<file path="src/rtl/alu_pkg.sv">
// alu_pkg: shared opcode map and opcode classification helpers for alu_pipe.
// Used by the RTL (alu_pipe, alu_pipe_exec) and by the testbench.
// Configuration macro: ALU_PIPE_MUL_EN (opcode 4 becomes a legal multiply).
package alu_pkg;

   localparam int unsigned OP_W    = 5;
   localparam int unsigned NUM_OPS = 1 << OP_W;

   localparam logic [OP_W-1:0] OP_ADD  = 5'd0;
   localparam logic [OP_W-1:0] OP_ADDC = 5'd1;
   localparam logic [OP_W-1:0] OP_SUB  = 5'd2;
   localparam logic [OP_W-1:0] OP_SUBB = 5'd3;
   localparam logic [OP_W-1:0] OP_MUL  = 5'd4;
   localparam logic [OP_W-1:0] OP_AND  = 5'd8;
   localparam logic [OP_W-1:0] OP_OR   = 5'd9;
   localparam logic [OP_W-1:0] OP_XOR  = 5'd10;
   localparam logic [OP_W-1:0] OP_NAND = 5'd11;
   localparam logic [OP_W-1:0] OP_NOR  = 5'd12;
   localparam logic [OP_W-1:0] OP_XNOR = 5'd13;
   localparam logic [OP_W-1:0] OP_NOT  = 5'd14;
   localparam logic [OP_W-1:0] OP_NEG  = 5'd15;

   // Add/sub family: the ops that produce a carry and update the carry register.
   function automatic logic is_arith(input logic [OP_W-1:0] op);
      return (op <= OP_SUBB) || (op == OP_NEG);
   endfunction

   function automatic logic is_logic(input logic [OP_W-1:0] op);
      return (op >= OP_AND) && (op <= OP_NOT);
   endfunction

   function automatic logic is_legal(input logic [OP_W-1:0] op);
`ifdef ALU_PIPE_MUL_EN
      return is_arith(op) || is_logic(op) || (op == OP_MUL);
`else
      return is_arith(op) || is_logic(op);
`endif
   endfunction

endpackage

</file>
<file path="src/rtl/alu_pipe_exec.sv">
// alu_pipe_exec: combinational execute unit of alu_pipe.
// Ports:
//   i_op      opcode (alu_pkg map)
//   i_a, i_b  operands, WIDTH bits
//   i_cin     persistent carry for ADDC/SUBB
//   o_result  result (0 for illegal opcodes)
//   o_carry   carry / no-borrow; (|high half) for MUL
//   o_ovf     signed overflow, add/sub family only
//   o_illegal high when the opcode is outside the supported map
// Macro ALU_PIPE_MUL_EN enables opcode 4 (low half of unsigned a*b).
module alu_pipe_exec
   import alu_pkg::*;
#(
   parameter int unsigned WIDTH = 32
) (
   input  logic [OP_W-1:0]  i_op,
   input  logic [WIDTH-1:0] i_a,
   input  logic [WIDTH-1:0] i_b,
   input  logic             i_cin,
   output logic [WIDTH-1:0] o_result,
   output logic             o_carry,
   output logic             o_ovf,
   output logic             o_illegal
);

   logic [WIDTH-1:0] w_opa;
   logic [WIDTH-1:0] w_opb;
   logic             w_c;
   logic [WIDTH:0]   w_sum;
   logic             w_add_ovf;
`ifdef ALU_PIPE_MUL_EN
   logic [2*WIDTH-1:0] w_prod;
   assign w_prod = i_a * i_b;
`endif

   // Single shared adder: subtraction is a + ~b + cin, NEG is 0 + ~a + 1.
   always_comb begin
      w_opa = i_a;
      w_opb = i_b;
      w_c   = 1'b0;
      case (i_op)
         OP_ADDC: w_c = i_cin;
         OP_SUB: begin
            w_opb = ~i_b;
            w_c   = 1'b1;
         end
         OP_SUBB: begin
            w_opb = ~i_b;
            w_c   = i_cin;
         end
         OP_NEG: begin
            w_opa = '0;
            w_opb = ~i_a;
            w_c   = 1'b1;
         end
         default: ;
      endcase
   end

   assign w_sum     = {1'b0, w_opa} + {1'b0, w_opb} + {{WIDTH{1'b0}}, w_c};
   assign w_add_ovf = (w_opa[WIDTH-1] == w_opb[WIDTH-1]) && (w_sum[WIDTH-1] != w_opa[WIDTH-1]);

   always_comb begin
      o_result  = '0;
      o_carry   = 1'b0;
      o_ovf     = 1'b0;
      o_illegal = 1'b0;
      case (i_op)
         OP_ADD, OP_ADDC, OP_SUB, OP_SUBB, OP_NEG: begin
            o_result = w_sum[WIDTH-1:0];
            o_carry  = w_sum[WIDTH];
            o_ovf    = w_add_ovf;
         end
`ifdef ALU_PIPE_MUL_EN
         OP_MUL: begin
            o_result = w_prod[WIDTH-1:0];
            o_carry  = |w_prod[2*WIDTH-1:WIDTH];
         end
`endif
         OP_AND:  o_result = i_a & i_b;
         OP_OR:   o_result = i_a | i_b;
         OP_XOR:  o_result = i_a ^ i_b;
         OP_NAND: o_result = ~(i_a & i_b);
         OP_NOR:  o_result = ~(i_a | i_b);
         OP_XNOR: o_result = ~(i_a ^ i_b);
         OP_NOT:  o_result = ~i_a;
         default: o_illegal = 1'b1;
      endcase
   end

endmodule

</file>
<file path="src/rtl/alu_pipe.sv">
// alu_pipe: two-stage pipelined ALU with valid/ready flow control.
// S1 registers opcode/operands on accept; S2 executes and registers result + flags.
// Ports:
//   clk, rst            clock, asynchronous active-high reset
//   enable              block enable, gates in_ready
//   in_valid/in_ready   input handshake; opcode, a, b
//   out_valid/out_ready output handshake; out, out_carry, out_zero, out_ovf, out_illegal
// Macro ALU_PIPE_MUL_EN enables opcode 4 (multiply); otherwise it is illegal.
module alu_pipe
   import alu_pkg::*;
#(
   parameter int unsigned WIDTH = 32,
   parameter int unsigned OPW   = 5
) (
   input  logic             clk,
   input  logic             rst,
   input  logic             enable,
   input  logic             in_valid,
   output logic             in_ready,
   input  logic [OPW-1:0]   opcode,
   input  logic [WIDTH-1:0] a,
   input  logic [WIDTH-1:0] b,
   output logic             out_valid,
   input  logic             out_ready,
   output logic [WIDTH-1:0] out,
   output logic             out_carry,
   output logic             out_zero,
   output logic             out_ovf,
   output logic             out_illegal
);

   logic             r_s1_valid;
   logic [OPW-1:0]   r_s1_op;
   logic [WIDTH-1:0] r_s1_a;
   logic [WIDTH-1:0] r_s1_b;
   logic             r_carry_q;

   logic             r_out_valid;
   logic [WIDTH-1:0] r_out;
   logic             r_out_carry;
   logic             r_out_zero;
   logic             r_out_ovf;
   logic             r_out_illegal;

   logic             w_s2_ready;
   logic             w_accept;
   logic [WIDTH-1:0] w_ex_result;
   logic             w_ex_carry;
   logic             w_ex_ovf;
   logic             w_ex_illegal;

   // S2 can take a new entry when empty or when its current result drains this cycle.
   assign w_s2_ready = !r_out_valid || out_ready;
   assign in_ready   = enable && !rst && (!r_s1_valid || w_s2_ready);
   assign w_accept   = in_valid && in_ready;

   alu_pipe_exec #(
      .WIDTH(WIDTH)
   ) u_exec (
      .i_op     (r_s1_op),
      .i_a      (r_s1_a),
      .i_b      (r_s1_b),
      .i_cin    (r_carry_q),
      .o_result (w_ex_result),
      .o_carry  (w_ex_carry),
      .o_ovf    (w_ex_ovf),
      .o_illegal(w_ex_illegal)
   );

   always_ff @(posedge clk or posedge rst) begin
      if (rst) begin
         r_s1_valid <= 1'b0;
         r_s1_op    <= '0;
         r_s1_a     <= '0;
         r_s1_b     <= '0;
      end else if (!r_s1_valid || w_s2_ready) begin
         r_s1_valid <= w_accept;
         if (w_accept) begin
            r_s1_op <= opcode;
            r_s1_a  <= a;
            r_s1_b  <= b;
         end
      end
   end

   // carry_q updates as the op enters S2, so an ADDC right behind an ADD
   // in S1 sees the fresh carry with no bubble.
   always_ff @(posedge clk or posedge rst) begin
      if (rst) begin
         r_out_valid   <= 1'b0;
         r_out         <= '0;
         r_out_carry   <= 1'b0;
         r_out_zero    <= 1'b0;
         r_out_ovf     <= 1'b0;
         r_out_illegal <= 1'b0;
         r_carry_q     <= 1'b0;
      end else if (w_s2_ready) begin
         r_out_valid <= r_s1_valid;
         if (r_s1_valid) begin
            r_out         <= w_ex_result;
            r_out_carry   <= w_ex_carry;
            r_out_zero    <= !w_ex_illegal && (w_ex_result == '0);
            r_out_ovf     <= w_ex_ovf;
            r_out_illegal <= w_ex_illegal;
            if (is_arith(r_s1_op)) begin
               r_carry_q <= w_ex_carry;
            end
         end
      end
   end

   assign out_valid   = r_out_valid;
   assign out         = r_out;
   assign out_carry   = r_out_carry;
   assign out_zero    = r_out_zero;
   assign out_ovf     = r_out_ovf;
   assign out_illegal = r_out_illegal;

endmodule

</file>
<file path="config.mk">
export PLATFORM = sky130hd
export DESIGN_NAME = alu_pipe
export DESIGN_NICKNAME = d
export VERILOG_FILES = /design/src/rtl/alu_pkg.sv /design/src/rtl/alu_pipe_exec.sv /design/src/rtl/alu_pipe.sv
export SDC_FILE = /design/constraint.sdc
export NUM_CORES = 1
export LEC_CHECK = 0
export CORE_ASPECT_RATIO = 1.2
export CORE_MARGIN = 4
export CORE_UTILIZATION = 45
export CTS_BUF_LIST = sky130_fd_sc_hd__clkbuf_2
export CTS_CLUSTER_SIZE = 20
export DETAILED_ROUTE_END_ITERATION = 10
export GPL_TIMING_DRIVEN = 0
export MAX_ROUTING_LAYER = met4
export PLACE_DENSITY = 0.62
export RECOVER_POWER = 100
export SLEW_MARGIN = 20
export SYNTH_ARGS = -nofsm -noshare
export SYNTH_HDL_FRONTEND = slang
export SYNTH_SLANG_ARGS = --single-unit
</file>
<file path="constraint.sdc">
create_clock -name clk -period 10.9 [get_ports clk]
set_input_delay 2.18 -clock clk [delete_from_list [all_inputs] [get_ports clk]]
set_output_delay 2.18 -clock clk [all_outputs]
set_load 0.01 [all_outputs]
</file>
==> flow_summary.json, run 1 <==
{
  "status": "finished with violations",
  "failed_checks": "max-capacitance violations, max-slew violations",
  "rr_endpoint": "out_zero",
  "p_leak_uw": 0.00487,
  "min-delay-start": "out[10]",
  "synth_top_cell_by_area": "dfrtp_1",
  "final_common_cell": "nand2_1",
  "crit_path_end_kind": "output pin",
  "clk_latency_ps": 660,
  "grt_max_degree": 59,
  "die_w_um": 141,
  "cp-start-kind": "input port",
  "critPathMaxStageDelay_ps": 1640,
  "ctsLongestPathBuffers": 2,
  "first_iter_violations": 583,
  "ys_warn_count": 0,
  "ys_seq_area_share_pct": 28.1,
  "start_util_pct": 45.8,
  "track_usage_pct": 27.2,
  "hold_path.class": "reg2reg",
  "die_area_um2": 23800,
  "setup_viol": 0,
  "io_buffers": 111,
  "drv_slew": 112,
  "clk_pin_slew_ps": 230,
  "place.gp.congestion": 0.924,
  "dp_slack_ps": 4820,
  "path_class": "in2out",
  "cts_tree": "done",
  "hold_viol_final": 0,
  "min_path_cells": 2,
  "via_count": 9155,
  "crit_chain": "clkdlybuf4s50_1, clkinvlp_2, and3_1, dlygate4sd3_1",
  "synth_cell_type_count": 81,
  "io_pins": 112,
  "worstPathMaxFanout": 52,
  "crit_arrival_ps": 5710,
  "rsz0062_at_grt": "no",
  "fin_crit_ps": 7890,
  "clock.fmax_ghz": 0.127,
  "fin_worst_skew_ps": 76.8,
  "rrSetupSlack_ps": 5060,
  "fin_tns_setup_ps": 0,
  "cts.sinks": 108,
  "syn_inst": 1161,
  "grt_overflow": 0,
  "drive_above_1_share_pct": 10.2,
  "ant_nets": 0,
  "cts_buffers": 9,
  "required_ps": 8720,
  "crit_path_start": "rst",
  "slowest_stage": "clkinvlp_2",
  "grt_pass1_vias": 8693,
  "cts_htree_levels": 3,
  "async_flop_share_pct": 100,
  "power_density_nw_per_um2": 184,
  "drc": 0,
  "ctsRootBufferMaster": "clkbuf_2",
  "wl_per_cell_um": 20.6,
  "ys_ff_latch": 108,
  "antenna_found_initial": 1,
  "place_hpwl_um": 25700,
  "die_h_um": 168,
  "r2r_cells": 18,
  "area_delta_synth_final_pct": 15.8,
  "mostFrequentLayoutCells": "nand2_1 (138), o21ai_0 (122), dfrtp_1 (108)",
  "ys_top_cells_by_area": "dfrtp_1 (28%), ha_1 (12%), mux2_2 (9.1%), o21ai_0 (6.1%), nand2_1 (5.4%)",
  "cap_violations": 2,
  "core-area_um2": 21000,
  "fp-row-count": 58,
  "slew_headroom_pct": -104,
  "syn_area_um2": 9610,
  "synth_fp_nets": 1332,
  "postCtsHoldBufs": 0,
  "cts_resized": 0,
  "min_to": "out[10]",
  "synth_top_area_share_pct": 28.1,
  "r2r_start": "r_s1_op[3]",
  "grt_pass1_wl_um": 48900,
  "fin_crit_sh_pct": 72.4,
  "layout.nets": 1455,
  "cts_setup_buffers": 0,
  "setup_ws_ps": 3010,
  "drt_wl_total_um": 32200,
  "syn_area_per_cell_um2": 8.27,
  "synth_edf_count": 0,
  "worst_slew_pin_slew_ps": 3060,
  "via_per_inst": 5.87,
  "ir_worst_vdd_mv": 0.0773,
  "ys.flop_type": "dfrtp_1",
  "dr.pass1.iters": 6
}
==> per-stage QoR <==
stage / area (µm²) / util (%) / power, µW / hold WS (ps) / cells
final: 11100 / 53.0 / 2050 / 508 / 1559
after global routing: 11100 / 53.0 / 2210 / 550 / 1559
after CTS: 11200 / 53.3 / 2080 / 518 / 1558
after detailed placement: 11100 / 52.9 / 1910 / 459 / 1543
after global placement: 11100 / 52.7 / 1900 / 453 / 1542
after floorplan: 9610 / - / 1460 / 468 / 1161
==> logic make-up after synthesis <==
family	count (synthesis)	share of synthesized area (%)
compound gates	341	22.9
simple gates	354	17.3
buf+inv	147	6.20
xor+xnor	18	1.64
fa+ha+maj	97	12.8
flops	108	28.1
mux	96	11.0
==> layout make-up <==
cell class                      instances  area, µm²
Antenna cell                            1       2.50
Buffer                                 72        298
Clock buffer                           11       55.1
Clock inverter                          4       27.5
Fill cell                            2078       9850
Inverter                               75        283
Multi-Input combinational cell        906       6300
Sequential cell                       108       2700
Tap cell                              270        338
Timing Repair Buffer                  112       1110
==> registers in the layout, indices dropped and copies added, names as in the netlist <==
| name | flops |
|---|---|
| out | 32 |
| r_s1_a | 32 |
| r_s1_b | 32 |
| r_s1_op | 5 |
| out_carry | 1 |
| out_illegal | 1 |
| out_ovf | 1 |
| out_valid | 1 |
| out_zero | 1 |
| r_carry_q | 1 |
| r_s1_valid | 1 |
==> report_power, final <==
group | internal (µW) | switching [µW]
Clock | 29.8 | 136
Combinational | 525 | 754
Sequential | 498 | 103
==> how the worst max path moves through the flow <==
| stage | endpoint | slack [ps] | depth (start not counted) |
|---|---|---|---|
| after floorplan | in_ready | 3800 | 2 |
| after global placement | in_ready | 1810 | 4 |
| after detailed placement | in_ready | 4820 | 4 |
| after CTS | in_ready | 4820 | 4 |
| after global routing | in_ready | 2400 | 4 |
| final | in_ready | 3010 | 4 |
==> cell usage after synthesis (7+ instances only) <==
| cell type | n |
|---|---|
| nor3_1 | 20 |
| nand2b_1 | 13 |
| a21oi_1 | 66 |
| a211oi_1 | 12 |
| o22ai_1 | 9 |
| a31oi_1 | 13 |
| o211ai_1 | 18 |
| buf_1 | 11 |
| xnor2_1 | 9 |
| nand3_1 | 16 |
| nand2_1 | 138 |
| nand4_1 | 15 |
| a22o_1 | 9 |
| xor2_1 | 9 |
| and3_1 | 9 |
| a21o_1 | 9 |
| o21a_1 | 7 |
| mux2_2 | 78 |
| mux2i_1 | 18 |
| nor2_1 | 89 |
| buf_2 | 20 |
| and2_1 | 7 |
| o221ai_1 | 13 |
| o21ai_0 | 117 |
| inv_1 | 74 |
| ha_1 | 95 |
| dfrtp_1 | 108 |
| clkbuf_1 | 38 |
==> routing by layer <==
metal | GRT usage, % | up-vias | share of wire [%]
met4 | 10.6 | 0 | 4.2
met5 | - | - | 0
li1 | - | 4439 | -
met1 | 31.8 | 4405 | 40
met2 | 47.8 | 243 | 52
met3 | 3.04 | 68 | 3.6
==> critical path: cells and delay by family <==
family	cells	cell delay (ps)
buffers and inverters	3	2730
AND/OR/NAND/NOR	1	740
Note: power is estimated with default switching activity, not from simulation.
==> run 2, diff against run 1 <==
==> constraint.sdc (replaced) <==
create_clock -name clk -period 7.7 [get_ports clk]
set_input_delay 1.54 -clock clk [delete_from_list [all_inputs] [get_ports clk]]
set_output_delay 1.54 -clock clk [all_outputs]
set_load 0.01 [all_outputs]
==> flow_summary.json, run 2 (synthesis gave the netlist of run 1 again) <==
{
  "first_iter_violations": 583,
  "worstPathMaxFanout": 10,
  "power_density_nw_per_um2": 260,
  "io_pins": 112,
  "slew_headroom_pct": -105,
  "cts_tree": "done",
  "grt_max_degree": 59,
  "area_delta_synth_final_pct": 15.9,
  "crit_path_end_kind": "register",
  "fin_tns_setup_ps": 0,
  "setup_viol": 0,
  "cap_violations": 1,
  "fin_worst_skew_ps": 76.8,
  "p_int_uw": 1490,
  "ctsLongestPathBuffers": 2,
  "r2r_start": "r_s1_op[3]",
  "fin_crit_sh_pct": 75.7,
  "power_uw": 2900,
  "cts_buffers": 9,
  "drv_slew": 59,
  "antenna_found_initial": 1,
  "p_switching_uw": 1400,
  "power_frac_comb_pct": 62.5,
  "required_ps": 8340,
  "cts.sinks": 108,
  "fillers": 2076,
  "crit_end": "out_zero",
  "rsz0062_at_grt": "no",
  "path_class": "reg2reg",
  "ant_nets": 0,
  "grt_pass1_vias": 8693,
  "swShare_pct": 48.5,
  "cts_htree_levels": 3,
  "drive_above_1_share_pct": 10.2,
  "layout.nets": 1455,
  "drc": 0,
  "die_w_um": 141,
  "seqPwrFrac_pct": 29.4,
  "rr_endpoint": "out_zero",
  "crit_arrival_ps": 6470,
  "drt_wl_total_um": 32100,
  "start_util_pct": 45.8,
  "clockPowerShare_pct": 8.1,
  "final_common_cell": "nand2_1",
  "hold_path.class": "reg2reg",
  "clock.fmax_ghz": 0.171,
  "failed_checks": "max-capacitance violations, max-slew violations",
  "cts_resized": 0,
  "r2r_cells": 18,
  "die_area_um2": 23800,
  "die_h_um": 168,
  "rrSetupSlack_ps": 1870,
  "p_leak_uw": 0.00487,
  "clk_pin_slew_ps": 340,
  "fin_crit_ps": 5830,
  "track_usage_pct": 27.2,
  "mostFrequentLayoutCells": "nand2_1 (138), o21ai_0 (122), dfrtp_1 (108)",
  "place_hpwl_um": 25700,
  "place.gp.congestion": 0.924,
  "grt_overflow": 0,
  "cp-start-kind": "register",
  "via_per_inst": 5.87,
  "io_buffers": 111,
  "core-area_um2": 21000,
  "postCtsHoldBufs": 0,
  "clk_latency_ps": 660,
  "status": "finished with violations",
  "worst_slew_pin_slew_ps": 3080,
  "via_count": 9144,
  "wl_per_cell_um": 20.6,
  "crit_path_start": "r_s1_op[3]",
  "fp-row-count": 58,
  "hold_viol_final": 0,
  "ir_worst_vdd_mv": 0.109,
  "grt_pass1_wl_um": 48900,
  "ctsRootBufferMaster": "clkbuf_2",
  "dr.pass1.iters": 5,
  "cts_setup_buffers": 0
}
## run 2: worst min-delay path by stage
stage          depth (start not counted)  slack [ps]           to        start
2_1_floorplan                          2         470    r_carry_q    r_carry_q
3_3_place_gp                           2         450     out_zero     out_zero
3_5_place_dp                           2         460     out_zero     out_zero
4_1_cts                                2         520      out[10]      out[10]
5_1_grt                                2         550  out_illegal  out_illegal
6_report                               2         510      out[10]      out[10]
## run 2: per-layer routing
layer | global-route usage (%) | routed length (µm)
met2 | 47.8 | 16700
met3 | 3.04 | 1210
met5 | - | 0
met4 | 10.6 | 1360
met1 | 31.8 | 12900
## run 2: power by group through the flow
stage	clock network (µW)	registers (µW)	logic (µW)
after floorplan	0	846	1220
after global placement	0	861	1830
after detailed placement	0	865	1840
after CTS	248	854	1850
after global routing	265	870	2000
final	235	850	1810
## run 2: cell type report
cell class / instances / area (µm²) / share of cell area (%)
multi-input combinational: 906 / 6300 / 56.6
tap: 270 / 338 / 3.04
timing repair buffer: 112 / 1110 / 10.0
antenna: 1 / 2.50 / 0.0225
clock buffer: 11 / 55.1 / 0.495
buffer: 72 / 298 / 2.68
sequential: 108 / 2700 / 24.3
inverter: 75 / 287 / 2.57
clock inverter: 4 / 27.5 / 0.247
## run 2: through the flow
step	area (µm²)	hold slack [ps]	utilization [%]	setup slack (ps)	cells
after floorplan	9610	468	-	1880	1161
after global placement	11100	453	52.7	-108	1542
after detailed placement	11100	459	52.9	2100	1543
after CTS	11200	518	53.3	2090	1558
after global routing	11100	550	53.1	1570	1559
final	11100	508	53.1	1870	1559
## run 2: worst max-delay path, cell delays in order, from the launching register on
cell       delay [ps]
dfrtp_1           460
clkbuf_1          230
or2_2             380
a21oi_1           590
clkbuf_1          530
nand2_1           100
o21ai_0            90
o21ai_0           180
fa_1              470
a21o_4            250
a221o_1           390
a31o_1            230
o21ai_0           420
mux2i_1           360
nand2_1           110
a2111oi_2         290
nand4_1           170
or4_1             520
nand2_1            80
